==> config.mk <==
export PLATFORM = sky130hd
export DESIGN_NAME = alu_op_sequencer
export DESIGN_NICKNAME = d
export VERILOG_FILES = /design/src/rtl/alu_op_sequencer.sv
export SDC_FILE = /design/constraint.sdc
export NUM_CORES = 1
export LEC_CHECK = 0
export BUFFER_PORTS_ARGS = -buffer_cell sky130_fd_sc_hd__buf_2
export CAP_MARGIN = 25
export CORE_MARGIN = 2
export CORE_UTILIZATION = 39
export CTS_CLUSTER_SIZE = 28
export DETAILED_ROUTE_END_ITERATION = 10
export HOLD_SLACK_MARGIN = 0.15
export PLACE_DENSITY = 0.67
export SYNTH_ARGS = -nofsm -noshare
export SYNTH_HDL_FRONTEND = slang
export SYNTH_SLANG_ARGS = --single-unit
==> constraint.sdc <==
create_clock -name clk -period 1.7 [get_ports clk]
set_input_delay 0.34 -clock clk [delete_from_list [all_inputs] [get_ports clk]]
set_output_delay 0.34 -clock clk [all_outputs]
set_load 0.005 [all_outputs]
==> src/rtl/alu_op_sequencer.sv <==
// alu_op_sequencer: arbitrates two requesters onto one regfile/ALU pair,
// running each command as read, execute, writeback, respond.
package rv32ima_pkg;
  typedef logic [4:0]  reg_t;
  typedef logic [31:0] word_t;
  typedef enum logic [3:0] {
    ALU_ADD,
    ALU_SUB,
    ALU_AND,
    ALU_OR,
    ALU_XOR,
    ALU_SLL,
    ALU_SRL,
    ALU_SRA,
    ALU_SLT,
    ALU_SLTU
  } aluop_t;
endpackage

module alu_op_sequencer
  import rv32ima_pkg::*;
(
  input  logic       clk,
  input  logic       rst,
  input  logic [1:0] req_valid,
  output logic [1:0] req_ready,
  input  reg_t       req_rs1 [0:1],
  input  reg_t       req_rs2 [0:1],
  input  reg_t       req_rd  [0:1],
  input  aluop_t     req_op  [0:1],
  input  logic [1:0] req_wb,
  output logic [1:0] rsp_valid,
  input  logic [1:0] rsp_ready,
  output word_t      rsp_data,
  output reg_t       rf_rsel1,
  output reg_t       rf_rsel2,
  output reg_t       rf_wsel,
  output logic       rf_wen,
  output word_t      rf_wdat,
  input  word_t      rf_rdat1,
  input  word_t      rf_rdat2,
  output word_t      alu_in1,
  output word_t      alu_in2,
  output aluop_t     alu_op,
  input  word_t      alu_out
);

  typedef enum logic [2:0] {
    S_IDLE,
    S_READ,
    S_EXEC,
    S_WB,
    S_RESP
  } state_t;

  state_t     state;
  logic       last_grant;
  logic       gnt;
  logic       take;

  reg_t       rd_q;
  aluop_t     op_q;
  logic       wb_q;
  logic       own_q;
  word_t      res_q;

  reg_t       rsel1_q;
  reg_t       rsel2_q;
  word_t      opa_q;
  word_t      opb_q;
  aluop_t     aop_q;
  reg_t       wsel_q;
  word_t      wdat_q;
  logic       wen_q;
  logic [1:0] rspv_q;
  word_t      rspd_q;

  // Tie goes to whoever did not win last time.
  always_comb begin
    gnt = 1'b0;
    unique case (1'b1)
      (req_valid == 2'b11): gnt = ~last_grant;
      (req_valid == 2'b10): gnt = 1'b1;
      default:              gnt = 1'b0;
    endcase
  end

  assign take = (state == S_IDLE) && (req_valid != 2'b00);

  always_comb begin
    req_ready = 2'b00;
    if (take && !rst) begin
      req_ready = gnt ? 2'b10 : 2'b01;
    end
  end

  always_ff @(posedge clk) begin
    if (rst) begin
      state      <= S_IDLE;
      last_grant <= 1'b1;
      rd_q       <= '0;
      op_q       <= ALU_ADD;
      wb_q       <= 1'b0;
      own_q      <= 1'b0;
      res_q      <= '0;
      rsel1_q    <= '0;
      rsel2_q    <= '0;
      opa_q      <= '0;
      opb_q      <= '0;
      aop_q      <= ALU_ADD;
      wsel_q     <= '0;
      wdat_q     <= '0;
      wen_q      <= 1'b0;
      rspv_q     <= 2'b00;
      rspd_q     <= '0;
    end else begin
      unique case (state)
        S_IDLE: begin
          if (take) begin
            rd_q       <= req_rd[gnt];
            op_q       <= req_op[gnt];
            wb_q       <= req_wb[gnt];
            own_q      <= gnt;
            last_grant <= gnt;
            rsel1_q    <= req_rs1[gnt];
            rsel2_q    <= req_rs2[gnt];
            state      <= S_READ;
          end
        end
        S_READ: begin
          opa_q   <= rf_rdat1;
          opb_q   <= rf_rdat2;
          aop_q   <= op_q;
          rsel1_q <= '0;
          rsel2_q <= '0;
          state   <= S_EXEC;
        end
        S_EXEC: begin
          res_q  <= alu_out;
          opa_q  <= '0;
          opb_q  <= '0;
          aop_q  <= ALU_ADD;
          wsel_q <= rd_q;
          wdat_q <= alu_out;
          wen_q  <= wb_q && (rd_q != '0);
          state  <= S_WB;
        end
        S_WB: begin
          wsel_q <= '0;
          wdat_q <= '0;
          wen_q  <= 1'b0;
          rspv_q <= own_q ? 2'b10 : 2'b01;
          rspd_q <= res_q;
          state  <= S_RESP;
        end
        S_RESP: begin
          if (rsp_ready[own_q]) begin
            rspv_q <= 2'b00;
            rspd_q <= '0;
            state  <= S_IDLE;
          end
        end
        default: state <= S_IDLE;
      endcase
    end
  end

  // Reset must silence the visible strobes in the same cycle it is raised.
  assign rf_wen    = wen_q & ~rst;
  assign rsp_valid = rspv_q & {2{~rst}};
  assign rsp_data  = rst ? '0 : rspd_q;

  assign rf_rsel1 = rsel1_q;
  assign rf_rsel2 = rsel2_q;
  assign rf_wsel  = wsel_q;
  assign rf_wdat  = wdat_q;
  assign alu_in1  = opa_q;
  assign alu_in2  = opb_q;
  assign alu_op   = aop_q;

endmodule

==> results.cfg <==
[status]
status = finished, violations left
violations = setup timing

[worst_setup_path]
worstPathRequired_ns = 1.36
crit_fanout = 4
reg2reg_slack_ns = 0.07
crit_type = reg -> out
cp-end-kind = output pin
slowest_delay_ns = 0.36
crit_chain = nor3_4 -> nand2_2 -> nor3_2 -> buf_2
cp_data_arrival_time_ns = 1.37
slowest_stage = dfxtp_4
startpoint_type = flop
worst_r2r_path_depth = 5

[cells_and_area]
syn2layout_area_growth_pct = 39.3
layoutNonFillerInstCount = 1475
register_area_um2 = 3950
final_area_um2 = 10400
antenna_cells = 0
drive_above_1_share = 0.311
nFillCells = 1791
fin_nets = 1370
fin_util = 0.556
multi_input_area_um2 = 3000

[placed_design]
gp_congestion = 0.776
port_buffers = 293
pre_cts_ws_ns = 0.0373
dp.cells = 1380
dp_hpwl_um = 13900
placed_area_um2 = 9120

[timing]
setup_violations = 1
max_freq_mhz = 585
worstMarginPinSlew_ns = 0.460
max-slew-margin-rel = 0.693
final.setup.worst_slack_ns = -0.0105
period_share = 1.01
slew_viol_final = 0
rsz0062_at_grt = true
skew_ns = 0.00775
timing.final.hold_violations = 0
min_period_ns = 1.71

[grt]
grt_pass1_vias = 6653
grt_max_degree = 92
grt_overflow = 0
grt_pass1_wl_um = 33300
grt_usage = 0.202
antenna_found_initial = 0

[floorplanning]
placementRows = 50
initial_core_util = 0.399
chipHeight_um = 143
die_width_um = 143
ios = 294
fp.dieArea_um2 = 20300
core_region_area_um2 = 18800

[clock_network]
clk_pin_slew_ns = 0.07
ctsRootBufferMaster = clkbuf_16
cts_tree = built
clock_insertion_delay_worst_skew_ns = 0.42
clockBufferDepth = 2
cts_sinks = 197
htree_levels = 4
cts_buffers = 17

[pwr]
leakagePower_nw = 4.85
p_total_w = 0.0112
vdd_drop_max_uv = 730
swShare = 0.280
p_int_w = 0.00805
pwr-share-comb = 0.176
power_density_nw_per_um2 = 1070
pwr-share-seq = 0.460
p_clk_frac = 0.365
p_sw_w = 0.00313

[synthesis]
synthFlopType = dfxtp_1
ys_ff_latch = 197
synth.most_common_cell = nand2_1
synth_cell_type_count = 41
synth_top_area_share = 0.526
syn_avg_cell_area_um2 = 8.32
syn_area_um2 = 7500
yosysSeqAreaShare = 0.526
yosys_warnings = 0
synth_top_area_cell = dfxtp_1
syn_nets = 1043
synth_area_leaders = dfxtp_1 53%, nand2_1 12%, a21oi_1 9.6%
synth_cells = 901
async_flop_share = 0
synthTopCellsByCount = 234 x nand2_1, 197 x dfxtp_1, 144 x a21oi_1, 69 x nand3_1, 35 x inv_1
synth_edf_count = 0

[detailed_routing]
antenna_left = 0
dr.first_iter.drc_count = 323
wirelength_um = 21800
drcViolationCount = 0
vias = 7285
drtPass1Iterations = 4
via_per_inst = 4.94
wl_per_cell_um = 14.8

[job]
cap_viol_max_count = 0

[worst_hold_path]
whs_path_depth = 3
hold_class = in -> reg
## sequential cells by signal, indices dropped and copies added (netlist names)
| register | cells |
|---|---|
| state | 3 |
| alu_in2 | 32 |
| rf_wdat | 32 |
| alu_in1 | 32 |
| rd_q | 5 |
| wen_q | 1 |
| last_grant | 1 |
| own_q | 1 |
| rspd_q | 32 |
| rf_rsel2 | 5 |
| rf_rsel1 | 5 |
| alu_op | 4 |
| wb_q | 1 |
| rspv_q | 2 |
| res_q | 32 |
| op_q | 4 |
| rf_wsel | 5 |
## power by group through the flow
stage / clock, W / combinational [W] / sequential (W)
2_1_floorplan: 0 / 0.00108 / 0.00523
6_report: 0.00408 / 0.00196 / 0.00514
3_5_place_dp: 0 / 0.00177 / 0.00524
3_3_place_gp: 0 / 0.00175 / 0.00523
4_1_cts: 0.00417 / 0.00189 / 0.00513
5_1_grt: 0.00436 / 0.00215 / 0.00518
## layout by cell type, fill, tap and decap left out, drive strengths merged
cell type	Yosys	final
nor2b	2	2
a21boi	1	1
nand3b	1	1
o21ai	35	35
clkbuf	32	22
dlygate4sd3	0	59
nand2	239	239
nor4	1	1
o211ai	1	1
a211oi	10	10
nand3	69	69
or3b	3	3
xnor2	1	1
a21bo	1	1
nor3	4	4
or3	1	1
a221oi	10	10
o32ai	1	1
buf	44	323
nor3b	2	2
a22oi	5	5
a21oi	144	144
inv	35	43
and2b	1	1
or2	1	1
o2bb2a	1	1
nor2	11	11
and4bb	1	1
nand2b	34	34
mux2	1	1
a311oi	10	10
or4	1	1
dfxtp	197	197
a32o	1	1
clkinv	0	3
bufinv	0	1
## path summary, 6_finish.rpt
path / from / to
setup / recovery: state[0] / req_ready[0]
hold reg to reg: rf_wdat[28] / rf_wdat[28]
hold / removal: rf_rdat2[17] / alu_in2[17]
setup reg to reg: state[1] / alu_in1[4]
## worst max-delay path, delay by kind of cell, from the launching register on
kind	cells	cell delay, ns
buf+inv	1	0.14
flops	1	0.36
simple gates	3	0.44
## area by class of cell
| type | count | share of cell area |
|---|---|---|
| clock buffers | 20 | 0.0447 |
| clock inverters | 12 | 0.0125 |
| inverters | 35 | 0.0126 |
| multi-input cells | 593 | 0.288 |
| flip-flops and latches | 197 | 0.379 |
| well taps | 234 | 0.0280 |
| repair buffers | 384 | 0.236 |
## per-stage QoR
step | hold slack, ns | TNS [ns]
after floorplan | 0.425 | 0
after global placement | 0.430 | 0
after detailed placement | 0.438 | 0
after CTS | 0.152 | -0.0854
after global routing | 0.156 | -0.171
final | 0.168 | -0.0105
## timing repair
item	CTS	global route
gates resized for setup	8	11
endpoints found under the hold margin	60	0
pin swaps	3	4
cloned	0	2
hold buffers	59	0
buffers inserted	2	2
setup endpoints to repair	2	48
## metal layers
layer | GRT usage | vias up | part of all wire
li1 | - | 3653 | -
met1 | 0.256 | 3347 | 0.43
met2 | 0.344 | 246 | 0.50
met3 | 0.0446 | 39 | 0.048
met4 | 0.0594 | 0 | 0.020
met5 | 0 | - | 0
## logic make-up after synthesis
group                  count (synthesis)  synth area share
AND/OR/NAND/NOR                      371             0.222
AO/OA/AOI/OAI                        220             0.167
flip-flops                           197             0.526
buffers and inverters                111            0.0818
XOR/XNOR                               1           0.00117
multiplexers                           1           0.00200
No activity file was read; power rests on OpenSTA's default activity.
